===== src/rtl/imem_loader.sv =====
// imem_loader: boot-time instruction memory loader.
// Consumes a byte stream made of a 16-bit big-endian word count N followed by
// N big-endian 32-bit words. Each word is written to instruction memory at
// BASE_ADDR + 4*k. The processor is held in reset until the load completes.
//
// Optional feature (macro IMEM_LOADER_CHECKSUM_EN): a trailing byte equal to
// the XOR of all data bytes is required; a mismatch aborts the load.
//
// Ports:
//   clk, reset_n      clock, asynchronous active-low reset
//   in_valid/in_data  byte stream source; in_ready = loader accepts a byte
//   load_req          single-cycle request to restart from DONE or ERROR
//   wr_en/wr_addr/wr_data  one-cycle instruction-memory write per word
//   cpu_reset_n       active-low processor reset, released after a good load
//   done / err        load completed / load aborted
//   words_loaded      number of words written in the current load
module imem_loader #(
   parameter logic [31:0] BASE_ADDR = 32'h0000_0000,
   parameter int unsigned MAX_WORDS = 1024
) (
   input  logic        clk,
   input  logic        reset_n,
   input  logic        in_valid,
   input  logic [7:0]  in_data,
   output logic        in_ready,
   input  logic        load_req,
   output logic        wr_en,
   output logic [31:0] wr_addr,
   output logic [31:0] wr_data,
   output logic        cpu_reset_n,
   output logic        done,
   output logic        err,
   output logic [15:0] words_loaded
);

   localparam int unsigned CNT_W = 16;

   typedef enum logic [2:0] {
      LEN_HI = 3'd0,
      LEN_LO = 3'd1,
      DATA   = 3'd2,
`ifdef IMEM_LOADER_CHECKSUM_EN
      CKSUM  = 3'd3,
`endif
      DONE   = 3'd4,
      ERROR  = 3'd5
   } state_t;

   // State entered once the payload (if any) has been consumed
`ifdef IMEM_LOADER_CHECKSUM_EN
   localparam state_t END_STATE = CKSUM;
`else
   localparam state_t END_STATE = DONE;
`endif

   state_t             state, state_d;
   logic [1:0]         byte_cnt, byte_cnt_d;
   logic [23:0]        shift, shift_d;
   logic [CNT_W-1:0]   n_words, n_words_d;
   logic [CNT_W-1:0]   len_full, words_next;
   logic               xfer;
   logic               in_ready_d, wr_en_d, cpu_reset_n_d, done_d, err_d;
   logic [31:0]        wr_addr_d, wr_data_d;
   logic [CNT_W-1:0]   words_loaded_d;
`ifdef IMEM_LOADER_CHECKSUM_EN
   logic [7:0]         csum, csum_d;
`endif

   assign xfer = in_valid && in_ready;

   // State and datapath registers
   always_ff @(posedge clk or negedge reset_n) begin
      if (!reset_n) begin
         state        <= LEN_HI;
         byte_cnt     <= 2'd0;
         shift        <= 24'd0;
         n_words      <= '0;
         in_ready     <= 1'b0;
         wr_en        <= 1'b0;
         wr_addr      <= 32'd0;
         wr_data      <= 32'd0;
         cpu_reset_n  <= 1'b0;
         done         <= 1'b0;
         err          <= 1'b0;
         words_loaded <= '0;
`ifdef IMEM_LOADER_CHECKSUM_EN
         csum         <= 8'd0;
`endif
      end else begin
         state        <= state_d;
         byte_cnt     <= byte_cnt_d;
         shift        <= shift_d;
         n_words      <= n_words_d;
         in_ready     <= in_ready_d;
         wr_en        <= wr_en_d;
         wr_addr      <= wr_addr_d;
         wr_data      <= wr_data_d;
         cpu_reset_n  <= cpu_reset_n_d;
         done         <= done_d;
         err          <= err_d;
         words_loaded <= words_loaded_d;
`ifdef IMEM_LOADER_CHECKSUM_EN
         csum         <= csum_d;
`endif
      end
   end

   // Next-state and next-output logic
   always_comb begin
      state_d        = state;
      byte_cnt_d     = byte_cnt;
      shift_d        = shift;
      n_words_d      = n_words;
      wr_en_d        = 1'b0;
      wr_addr_d      = wr_addr;
      wr_data_d      = wr_data;
      cpu_reset_n_d  = cpu_reset_n;
      done_d         = done;
      err_d          = err;
      words_loaded_d = words_loaded;
`ifdef IMEM_LOADER_CHECKSUM_EN
      csum_d         = csum;
`endif
      len_full       = {n_words[15:8], in_data};
      words_next     = CNT_W'(words_loaded + 16'd1);

      case (state)
         LEN_HI: begin
            if (xfer) begin
               n_words_d = {in_data, 8'h00};
               state_d   = LEN_LO;
            end
         end
         LEN_LO: begin
            if (xfer) begin
               n_words_d  = len_full;
               byte_cnt_d = 2'd0;
               if (len_full == '0) begin
                  state_d = END_STATE;
               end else if (32'(len_full) > MAX_WORDS) begin
                  state_d = ERROR;
               end else begin
                  state_d = DATA;
               end
            end
         end
         DATA: begin
            if (xfer) begin
               byte_cnt_d = 2'(byte_cnt + 2'd1);
               shift_d    = {shift[15:0], in_data};
`ifdef IMEM_LOADER_CHECKSUM_EN
               csum_d     = csum ^ in_data;
`endif
               // Fourth byte completes a word: emit the write strobe
               if (byte_cnt == 2'd3) begin
                  wr_en_d        = 1'b1;
                  wr_data_d      = {shift, in_data};
                  wr_addr_d      = BASE_ADDR + (32'(words_loaded) << 2);
                  words_loaded_d = words_next;
                  if (words_next == n_words) begin
                     state_d = END_STATE;
                  end
               end
            end
         end
`ifdef IMEM_LOADER_CHECKSUM_EN
         CKSUM: begin
            if (xfer) begin
               state_d = (in_data == csum) ? DONE : ERROR;
            end
         end
`endif
         DONE: begin
            // Release lags DONE entry by one cycle so the last write lands first
            done_d        = 1'b1;
            cpu_reset_n_d = 1'b1;
         end
         ERROR: begin
            err_d = 1'b1;
         end
         default: begin
            state_d = LEN_HI;
         end
      endcase

      // Restart request honoured only once the previous load has finished
      if (load_req && (state == DONE || state == ERROR)) begin
         state_d        = LEN_HI;
         done_d         = 1'b0;
         err_d          = 1'b0;
         cpu_reset_n_d  = 1'b0;
         words_loaded_d = '0;
         byte_cnt_d     = 2'd0;
`ifdef IMEM_LOADER_CHECKSUM_EN
         csum_d         = 8'd0;
`endif
      end

      in_ready_d = (state_d != DONE) && (state_d != ERROR);
   end

endmodule


===== config.mk =====
export PLATFORM = sky130hd
export DESIGN_NAME = imem_loader
export DESIGN_NICKNAME = d
export VERILOG_FILES = /design/src/rtl/imem_loader.sv
export SDC_FILE = /design/constraint.sdc
export NUM_CORES = 1
export LEC_CHECK = 0
export CORE_UTILIZATION = 25
export DETAILED_ROUTE_END_ITERATION = 7
export PLACE_DENSITY = 0.56
export SETUP_SLACK_MARGIN = 0.2
export SYNTH_ARGS = -nofsm -noshare
export SYNTH_HDL_FRONTEND = slang
export SYNTH_SLANG_ARGS = --single-unit

===== constraint.sdc =====
create_clock -name clk -period 3.3 [get_ports clk]
set_clock_uncertainty 0.2 [all_clocks]
set_input_delay 0.66 -clock clk [delete_from_list [all_inputs] [get_ports clk]]
set_output_delay 0.66 -clock clk [all_outputs]
set_load 0.05 [all_outputs]

# After elaboration in Yosys (flattened, before gate mapping)
# Cells that the tools add are included.
[classes] addsub=2 n_eq_ne=12 muxes=27 n_reduce_logical=20 bitwise_logic=1 magnitude_cmp=1
[ops] cell="two-way mux 16 bit" n=5
[ops] cell="case mux 16 bit (2 select lines)" n=1
[ops] cell="two-way mux 3 bit" n=8
[ops] cell="adder 16 x 1 -> 16 bit (second input constant)" n=1
[ops] cell="equality test 16 bit" n=1
[ops] cell="greater-than comparator 16 x 11 -> 1 bit (second input constant)" n=1
[ops] cell="logical NOT 16 bit" n=1
[ops] cell="AND reduction 3 bit" n=5
[ops] cell="inequality test 3 bit (second input constant)" n=4
[ops] cell="case mux 3 bit (4 select lines)" n=1
[ops] cell="nonzero test 2 bit" n=6
[ops] cell="two-way mux 8 bit" n=1
[ops] cell="two-way mux 1 bit" n=7
[ops] cell="equality test 3 bit (second input constant)" n=2
[ops] cell="two-way mux 2 bit" n=3
[ops] cell="inequality test 2 bit (second input constant)" n=2
[ops] cell="case mux 2 bit (2 select lines)" n=1
[ops] cell="equality test 3 x 1 -> 1 bit (second input constant)" n=1
[ops] cell="equality test 3 x 2 -> 1 bit (second input constant)" n=1
[ops] cell="logical AND 1 bit" n=3
[ops] cell="logical NOT 3 bit" n=1
[ops] cell="nonzero test 3 bit" n=1
[ops] cell="adder 2 x 1 -> 2 bit (second input constant)" n=1
[ops] cell="equality test 2 bit (second input constant)" n=1
[ops] cell="other kinds (4)" n=4
[totals] in_bits=12 wordCells=75 out_inout_bits=85 reg_bits=113

# Logic depth before layout (Yosys ltp)
# Gate-level depths: netlist of the first run.
[depth] ltp_word=9 mapped_depth=9 depth_no_buf=7

# Least setup slack after synthesis of the first run
# Ideal clock, no wire load.
[synth_timing] path_type="reg-to-reg" start="register words_loaded[1]" end="register state[1]" n_path_buf=0 setup_slack_ns=0.517 setup_time_ns=0.137 t_required_ns=2.963 arrival_ns=2.446 synth_period_minus_slack_ns=2.783 stages_incl_launch_ff=8 cell_sequence="dfrtp_1 -> ha_1 -> xnor3_1 -> o21ai_0 -> or4_1 -> a2111o_1 -> a2111oi_4 -> o22ai_1"
[synth_between] elab_chain_cells=7
[synth_lines] element="start: declaration" line_no="33" text="output logic [15:0] words_loaded"
[synth_lines] element="start signal: assignment" line_no="101" text="words_loaded <= words_loaded_d;"
[synth_lines] element="adder 16 x 1 -> 16 bit" line_no="125" text="words_next = CNT_W'(words_loaded + 16'd1);"
[synth_lines] element="equality test 16 bit" line_no="160" text="if (words_next == n_words) begin"
[synth_lines] element="two-way mux 3 bit" line_no="160"
[synth_lines] element="two-way mux 3 bit" line_no="155" text="if (byte_cnt == 2'd3) begin"
[synth_lines] element="two-way mux 3 bit" line_no="148" text="if (xfer) begin"
[synth_lines] element="case mux 3 bit (4 select lines)" line_no="127" text="case (state)"
[synth_lines] element="two-way mux 3 bit" line_no="187" text="if (load_req && (state == DONE || state == ERROR)) begin"
[synth_lines] element="via state_d[1]" line_no="56" text="state_t state, state_d;"
[synth_lines] element="end signal: assignment" line_no="90" text="state <= state_d;"
[synth_lines] element="end: declaration" line_no="56"
# The timed path passes the listed nets, and every way through them passes these cells.
# A chain may end at the register's enable or synchronous reset.

# Worst setup path after layout of the first run
[layout_timing] start="register words_loaded[0]" end="register in_ready"
[layout_between] elab_chain_cells=9 elab_cells_between_ends=10 cone_classes="1 x add/sub; 3 x eq/ne; 5 x mux; 1 x reduce/logical"
[layout_lines] element="adder 16 x 1 -> 16 bit *" line_no="125"
[layout_lines] element="equality test 16 bit *" line_no="160"
[layout_lines] element="two-way mux 3 bit *" line_no="160"
[layout_lines] element="two-way mux 3 bit *" line_no="155"
[layout_lines] element="two-way mux 3 bit *" line_no="148"
[layout_lines] element="case mux 3 bit (4 select lines) *" line_no="127"
[layout_lines] element="two-way mux 3 bit *" line_no="187"
[layout_lines] element="inequality test 3 bit" line_no="199" text="in_ready_d = (state_d != DONE) && (state_d != ERROR);"
[layout_lines] element="logical AND 1 bit *" line_no="199"
[layout_lines] element="via in_ready_d" line_no="62" text="logic in_ready_d, wr_en_d, cpu_reset_n_d, done_d, err_d;"
[layout_lines] element="end signal: assignment" line_no="94" text="in_ready <= in_ready_d;"
[layout_lines] element="end: declaration" line_no="25" text="output logic in_ready,"
# Mark *: on every way through the listed nets, which the timed path passes. The rest lies on a longest branch.

==> metrics.txt, run 1 <==
P_sw=0.001410 W; DRC=0; Post-DP HPWL=9.260 mm; sw frac=31.20%; Post-Synthesis Cells=542; slowest CP cell=dfrtp_1; Setup Viol. Count Final=0; first-pass GRT wire length=22.09 mm; dpl cell area=6291 µm²; combinational power share=19.8%; Post-DRT Antenna Nets=0; CP max FO=9; FFs w/ async S/R, synth=100.0%; Worst Hold Class=register to register; Synth top cells by count=nand2_1 (177), dfrtp_1 (113), mux2_2 (26), buf_4 (21), o21ai_0 (20); Synth Warn #=0; H-tree depth=4; CTS Sinks=113; Die Ht=147.1 µm; Reg power frac=41.1%; Final Cell Area=6870 µm²; endpoint class of the critical path=register; CP required=3380 ps; P_int=0.003109 W; area grow syn2layout=30.52%; # port buffers=80; Die W=147.1 µm; boundary pin count=97; Max Clock Freq=351.4 MHz; Crit Path Category=register to register; CP max stage delay=510 ps; initial antenna violation count=0; Main synth FF type=dfrtp_1; DRT Wirelength=13.53 mm; Reg clk slew, reported paths=50 ps; routed len/inst=15.00 µm; vias per cell=4.466; Slew @ Worst Pin=1001 ps; synthesized area per cell=9.712 µm²; Leak=3.206 nW; Synth Register Bits=113; Slew Limit Fails=0; mapped cell area=5264 µm²; CTS Buf Count=17; most area-hungry cell type in the Yosys netlist=dfrtp_1; status=complete, no violations; Synth area leaders=dfrtp_1 (54%), nand2_1 (13%), mux2_2 (5.6%); Rel. slew slack=33.03%; Setup WS post-layout=454.4 ps; DR iter-0 viols=215; Final #Nets=634; RSZ-0062 raised after global routing=false; Initial Util=25.77%; Clock Tree Buf Depth=2; Netlist cell types=56; die area=21640 µm²; DR pass1 iterations=4; total grt overflow=0; Final Util=33.63%; clk root buf=clkbuf_16; CTS tree=done; # rows=52; register area share after synthesis=53.72%; Ant. Diodes=0; Final Hold Fails=0; post-synth top area share=53.72%; max_cap viols=0; share of layout cells above drive strength 1=12.82%; EDFF count, synth=0; min cycle time layout=2846 ps; peak supply drop=0.4910 mV; vias in the first global route=3847; setup tns final=0 ps; final worst path period share=86.23%; DP Worst Slack=223.4 ps; overall power=0.004519 W; Total Routing Usage GR=13.45%; Cell Chain, Critical Path=ha_1 > xnor3_1 > o21ai_0 > or4_1 > a2111o_1 > a2111oi_4 > a21boi_1; startpoint types=register; arrival time worst endpoint=2930 ps; most common cell in the netlist=nand2_1; pwr dens=657.7 nW/µm²; Core Area=20430 µm²; clk_lat worst skew=420 ps; largest net degree at the start of global routing=59; via count=4028; Final Wtd Congestion=0.8220; Clk pwr share=39.1%
logic make-up (layout without fill, tap and decap cells):
logic type | count (synthesis) | count (layout) | synth area share, %
compound gates | 71 | 71 | 9.437
xor+xnor | 21 | 21 | 3.756
fa+ha+maj | 2 | 2 | 0.4753
buf+inv | 57 | 132 | 5.919
flops | 113 | 113 | 53.72
mux | 26 | 26 | 5.562
other cells | 1 | 16 | 0.07124
simple gates | 251 | 251 | 21.06
final cells by class:
| type | instances | area (µm²) |
|---|---|---|
| clock buffer | 18 | 429.2 |
| clock inverter | 13 | 140.1 |
| fill | 2152 | 13560 |
| inverter | 5 | 18.77 |
| multi-input combinational | 387 | 2183 |
| sequential | 113 | 2828 |
| tap | 270 | 337.8 |
| timing repair buffer | 96 | 933.4 |
per-layer routing:
metal	global-route usage [%]	up-vias	wire length (µm)
met4	4.794	0	183
met2	18.56	107	5777
li1	-	1964	-
met1	19.70	1944	6804
met3	3.882	13	766
met5	0	-	0
worst paths after layout:
kind / slack [ps] / end / cells after the start / startpoint
max: 450 / in_ready / 7 / words_loaded[0]
min: 260 / wr_data[31] / 2 / shift[23]
max reg2reg: 450 / in_ready / 7 / words_loaded[0]
min reg2reg: 260 / wr_data[31] / 2 / shift[23]
max in group asynchronous: 1640 / shift[8] / 3 / reset_n
min in group asynchronous: 500 / wr_addr[12] / 2 / reset_n
timing repair:
| item | in CTS | in global routing |
|---|---|---|
| hold buffers | 1 | 0 |
| endpoints found under the hold margin | 21 | 0 |
| buffers inserted | 0 | 0 |
| resized for setup | 0 | 0 |
registers in the layout, summed over array words and instances, names as in the netlist:
| name | count |
|---|---|
| shift | 24 |
| state | 3 |
| wr_data | 32 |
| err | 1 |
| wr_addr | 16 |
| words_loaded | 16 |
| byte_cnt | 2 |
| wr_en | 1 |
| n_words | 16 |
| done | 1 |
| in_ready | 1 |
critical path: cells and delay by family (launching register included):
kind,cells,cell delay [ps]
AOI/OAI and AO/OA,4,830
xor gates and xnor gates,1,400
adders and majority gates,1,330
DFF,1,510
and+or+nand+nor,1,460
power by group through the flow:
stage	clock (W)	sequential, W	combinational (W)
6_report	0.00177	0.00186	0.000895
5_1_grt	0.00188	0.00189	0.000985
4_1_cts	0.00182	0.00186	0.000902
3_5_place_dp	0	0.00188	0.000898
3_3_place_gp	0	0.00188	0.000889
2_1_floorplan	0	0.00184	0.000643
cell usage in the layout, fill, tap and decap left out, drive strengths merged, types with 9 or more instances in the layout:
cell type	count
xnor2	11
a22o	10
xor2	9
mux2	26
o21ai	25
nand2	177
nor2	20
nand3	15
buf	16
clkbuf	18
clkdlybuf4s50	79
dfrtp	113
a21oi	11
conb	16
metrics by stage:
step	hold WS (ps)	instances
after floorplan	164.4	557
after global placement	252.0	870
after detailed placement	261.6	870
after CTS	272.1	902
after global routing	291.8	902
final	263.6	902
(Power assumes the default switching activity.)
==> run 2, diff against run 1 <==
DONT_BUFFER_PORTS = 1   (was unset)
PLACE_DENSITY = 0.5   (was 0.56)
SLEW_MARGIN = 10   (was unset)
==> run 2 against run 1 <==
The run now ends with hold timing left. Final area shrank 11%. Final cell count down 8.2%. Register-to-register slack improved by 250 ps.
==> metrics.txt, run 2 (synthesis gave the netlist of run 1 again) <==
status=finished with violations; violated checks=hold timing; RSZ-0062 raised after global routing=false; FILL cells=2166 (+0.65%); CP required=3380 ps (about the same); Die W=147.1 µm (unchanged); clk root buf=clkbuf_16; routed len/inst=16.71 µm (+11%); # port buffers=0 (-100%); endpoint class of the critical path=register; Worst Hold Class=input port to asynchronous set/reset pin; largest net degree at the start of global routing=114 (+93%); peak supply drop=0.3657 mV (-26%); Setup WS post-layout=702.5 ps (+248.1 ps); final worst path period share=78.71% (-7.5 points); arrival time worst endpoint=2680 ps (-250 ps); boundary pin count=97 (unchanged); worst-case reg-to-reg path depth=7 (unchanged); Reg clk slew, reported paths=60 ps (about the same); die area=21640 µm² (unchanged); via count=3890 (-3.4%); min cycle time layout=2597 ps (-248.1 ps); reg2reg end=state[1]; Register Area=2828 µm² (unchanged); area grow syn2layout=15.64%; Ant. Diodes=0 (unchanged); CTS Sinks=113 (unchanged); Final Hold Fails=113 (+113); vias per cell=4.698 (+5.2%); Biggest register=wr_data; DR pass1 iterations=5 (+1); Setup Viol. Count Final=0 (unchanged); Leak=2.956 nW (-7.8%); commonest non-fill, non-tap cell in the layout=nand2_1; Final Wtd Congestion=0.8550 (+4.0%); Slew Limit Fails=0 (unchanged); share of layout cells above drive strength 1=15.59% (+2.8 points); CP max FO=5 (-4); H-tree depth=4 (unchanged); Core Area=20430 µm² (unchanged); clk_lat worst skew=410 ps (about the same); CTS tree=done; # rows=52 (unchanged); Post-DRT Antenna Nets=0 (unchanged); max FFs per register=32 (unchanged); initial antenna violation count=0 (unchanged); Die Ht=147.1 µm (unchanged); Final #Nets=559 (-12%); Rel. slew slack=33.07% (+0.042 points); FF-to-FF setup slack=700 ps (+250 ps); Crit Path Category=register to register; Max Clock Freq=385.0 MHz (+9.6%); CTS Buf Count=17 (unchanged); Post-DP HPWL=9.660 mm (+4.3%); Initial Util=25.77% (unchanged); Total Routing Usage GR=13.52% (+0.074 points); Fin Hold WS=-253.2 ps (-516.8 ps); max_cap viols=0 (unchanged); multi-input combinational cell area=2183 µm² (unchanged); Slew @ Worst Pin=1000 ps (-0.6337 ps); pwr dens=721.5 nW/µm² (+9.7%); setup tns final=0 ps (unchanged); Largest regs=wr_data (32), shift (24); Final Util=29.80% (-3.8 points); DR iter-0 viols=360 (+67%); vias in the first global route=3879 (+0.83%); Clock Tree Buf Depth=2 (unchanged); DP Worst Slack=672.8 ps (+449.5 ps); first-pass GRT wire length=22.36 mm (+1.2%); total grt overflow=0 (unchanged); startpoint types=register; reg2reg start=words_loaded[0]; DRT Wirelength=13.83 mm (+2.2%); DRC=0 (unchanged); most frequent cells in the layout=nand2_1 (176), dfrtp_1 (113), mux2_2 (26)
run 2: where the power goes:
| part | switching [W] | internal [W] |
|---|---|---|
| Combinational | 0.000389 | 0.000329 |
| Sequential | 0.000331 | 0.00161 |
| Clock | 0.000686 | 0.00104 |
| Total | 0.00141 | 0.00299 |
run 2: worst max path at each step:
| stage | start | end | slack (ps) | depth (start not counted) |
|---|---|---|---|---|
| after global routing | words_loaded[1] | in_ready | 460 | 7 |
| after detailed placement | words_loaded[0] | state[1] | 670 | 7 |
| after CTS | words_loaded[0] | in_ready | 680 | 7 |
| after global placement | words_loaded[0] | in_ready | 690 | 7 |
| after floorplan | words_loaded[1] | state[1] | 520 | 7 |
| final | words_loaded[0] | state[1] | 700 | 7 |
run 2: cell type report:
class	instances	area share, %
Timing Repair Buffer	21	2.590
Clock buffer	18	7.050
Multi-Input combinational cell	387	35.87
Tap cell	270	5.550
Clock inverter	14	2.179
Sequential cell	113	46.45
Inverter	5	0.3083
run 2: what timing repair did:
| item | in CTS | in global routing |
|---|---|---|
| hold endpoints to repair | 113 | 113 |
| gates resized for setup | 0 | 0 |
| setup buffers | 0 | 0 |
run 2: critical path: stages (launching register included):
cell       delay, ps
dfrtp_1          370
ha_1             260
xnor3_1          370
o21ai_0           80
or4_1            490
a2111o_1         340
a2111oi_4        260
o22ai_1          110
run 2: through the flow:
| step | power (W) | area (µm²) | hold slack (ps) | std cells |
|---|---|---|---|---|
| CTS | 0.004434 | 6087 | -270.9 | 828 |
| global placement | 0.002674 | 5525 | 168.4 | 796 |
| finish | 0.004392 | 6087 | -253.2 | 828 |
| global route | 0.004612 | 6087 | -279.6 | 828 |
| floorplan | 0.002485 | 5320 | 164.4 | 557 |
| detailed placement | 0.002687 | 5525 | 168.8 | 796 |
run 2: routing by layer:
| layer | track usage, % | share of wire, % | vias to the layer above |
|---|---|---|---|
| met5 | 0 | 0 | - |
| met4 | 4.330 | 1.6 | 0 |
| met3 | 4.441 | 5.9 | 21 |
| met2 | 19.62 | 44 | 127 |
| met1 | 18.85 | 49 | 1929 |
| li1 | - | - | 1813 |
==> run 3, diff against run 2 <==
PLACE_DENSITY = 0.52   (was 0.5)
clock period = 2.2 ns   (was 3.3 ns; I/O delays follow)
==> run 3 against run 2 <==
The run ends with hold timing, setup timing left. Setup slack worse by 1100 ps. Final area up 22%. Final cell count up 9.5%. Global-route usage up 1.1 points. Sequential share of layout area down 8.2 points. Combinational power up 130%. Via count up 8.0%. Sequential power up 45%. Total power up 65%. Critical path type unchanged. Largest cell class unchanged. Largest power group unchanged. Highest routed layer unchanged.
==> metrics.txt, run 3 (synthesis gave the netlist of run 1 again) <==
Largest regs=wr_data (32), shift (24); first-pass GRT wire length=24.43 mm (+9.3%); Leak=3.708 nW (+25%); routed len/inst=17.28 µm (+3.5%); Slew Limit Fails=0 (unchanged); DRC=0 (unchanged); area grow syn2layout=40.96%; Final #Nets=639 (+14%); Clock Tree Buf Depth=2 (unchanged); vias in the first global route=4333 (+12%); FF-to-FF setup slack=-370 ps (-1080 ps); Final Cell Area=7420 µm² (+22%); slowest CP cell=or4_1; boundary pin count=97 (unchanged); violated checks=hold timing, setup timing; Worst Hold Class=input port to asynchronous set/reset pin; FILL cells=2077 (-4.1%); clk_lat worst skew=410 ps (about the same); Biggest register=wr_data; Post-DRT Antenna Nets=0 (unchanged); share of layout cells above drive strength 1=39.72% (+24 points); Slew @ Worst Pin=565.5 ps (-434.7 ps); reg2reg end=in_ready; reg2reg start=words_loaded[0]; max_cap viols=0 (unchanged); crit path launch=words_loaded[0]; multi-input combinational cell area=2669 µm² (+22%); Worst path depth=7 (unchanged); Die W=147.1 µm (unchanged); gr busiest metal=met2; met2 usage=23.16% (+3.5 points); CP required=2270 ps (-1110 ps); Fin Hold WS=-473.1 ps (-219.9 ps); vias per cell=4.634 (-1.4%); # rows=52 (unchanged); peak supply drop=0.5975 mV (+63%); final worst path period share=117.0% (+38 points); initial antenna violation count=0 (unchanged); DR pass1 iterations=4 (-1); dpl cell area=6062 µm² (+9.7%); Initial Util=25.77% (unchanged); Post-DP HPWL=10.24 mm (+6.0%); endpoint class of the critical path=register; via count=4203 (+8.0%); Setup Viol. Count Final=3 (+3); GR met3 Demand/Resource=3.168% (-1.3 points); Setup WS post-layout=-374.2 ps (-1077 ps); worst-case reg-to-reg path depth=7 (unchanged); CTS Sinks=113 (unchanged); startpoint types=register; commonest non-fill, non-tap cell in the layout=nand2_1; Top Family by Delay on Critical Path=compound AO/OA/AOI/OAI gates; M1 GR Usage=19.94% (+1.1 points); arrival time worst endpoint=2640 ps (-40 ps); DRT Wirelength=15.68 mm (+13%); CTS Buf Count=17 (unchanged); Crit Path Category=register to register; H-tree depth=4 (unchanged); total grt overflow=0 (unchanged); max FFs per register=32 (unchanged); Final Hold Fails=113 (unchanged); Final Wtd Congestion=0.8660 (+1.3%); Core Area=20430 µm² (unchanged); clk root buf=clkbuf_16; CP Buf/Inv Count=0 (unchanged); CP endpoint=in_ready; Cell Chain, Critical Path=ha_4 > xnor3_1 > o21ai_1 > or4_1 > a2111o_1 > a2111oi_4 > a21boi_1; Die Ht=147.1 µm (unchanged); Total Routing Usage GR=14.67% (+1.1 points); Reg clk slew, reported paths=60 ps (about the same); CTS Hold Bufs=9; CTS tree=done; pwr dens=977.3 nW/µm² (+35%); die area=21640 µm² (unchanged); Max Clock Freq=388.5 MHz (+0.90%); largest net degree at the start of global routing=114 (unchanged); Ant. Diodes=0 (unchanged); Register Area=2841 µm² (+0.49%); RSZ-0062 raised after global routing=true; status=finished with violations; most frequent cells in the layout=nand2_1 (123), dfrtp_1 (102), buf_4 (79); min cycle time layout=2574 ps (-23.28 ps); CP max FO=3 (-2); Rel. slew slack=62.30% (+29 points); # port buffers=0 (unchanged); DR iter-0 viols=230 (-36%); CP max stage delay=460 ps (-30 ps)
-- run 3: cell type report --
type	instances	share of cell area, %
clock buffer	22	6.256
clock inverter	9	1.788
inverter	5	0.4216
multi-input combinational	387	35.97
sequential	113	38.30
tap	270	4.553
timing repair buffer	101	12.72
-- run 3: routing by layer --
| metal | up-vias | routed length (µm) | part of all wire, % |
|---|---|---|---|
| met4 | 0 | 272 | 1.7 |
| met3 | 21 | 611 | 3.9 |
| met1 | 2095 | 7432 | 47 |
| met5 | - | 0 | 0 |
| met2 | 105 | 7360 | 47 |
| li1 | 1982 | - | - |
-- run 3: worst min-delay path by stage --
stage | start | end | slack, ps | cells past startpoint
after CTS | reset_n | wr_data[28] | -480 | 0
after floorplan | reset_n | byte_cnt[0] | -60 | 0
after global placement | reset_n | wr_data[16] | -50 | 0
final | reset_n | wr_data[28] | -470 | 0
after detailed placement | reset_n | wr_data[28] | -50 | 0
after global routing | reset_n | wr_data[28] | -490 | 0
-- run 3: where the power goes --
part | switching (W) | leakage, nW | total (W) | internal [W]
Sequential | 0.000397 | 1.52 | 0.00283 | 0.00243
Combinational | 0.000854 | 1.91 | 0.00165 | 0.000792
Clock | 0.000947 | 0.286 | 0.00278 | 0.00183
Total | 0.00220 | 3.71 | 0.00725 | 0.00505
-- run 3: per-stage QoR --
step	total power, W	setup TNS [ps]	worst slack [ps]	utilization (%)	cells
CTS	0.007134	-1116	-378.1	33.36	896
detailed placement	0.004292	-1096	-382.0	29.67	855
floorplan	0.003811	-1111	-379.9	-	557
global placement	0.004261	-1015	-348.2	29.67	855
finish	0.007251	-1102	-374.2	36.32	907
global route	0.007581	-1545	-528.4	36.32	907
-- run 3: timing repair --
item | in CTS | in global routing
endpoints found under the hold margin | 145 | 113
pin swaps | 3 | 57
setup buffers | 0 | 8
gates cloned | 1 | 3
setup endpoints to repair | 41 | 25
resized for setup | 7 | 127
-- run 3: worst reg2reg max path: stages (launching register included) --
cell and delay [ps]:
dfrtp_2 430, ha_4 170, xnor3_1 350, o21ai_1 60
or4_1 460, a2111o_1 330, a2111oi_4 320, a21boi_1 120
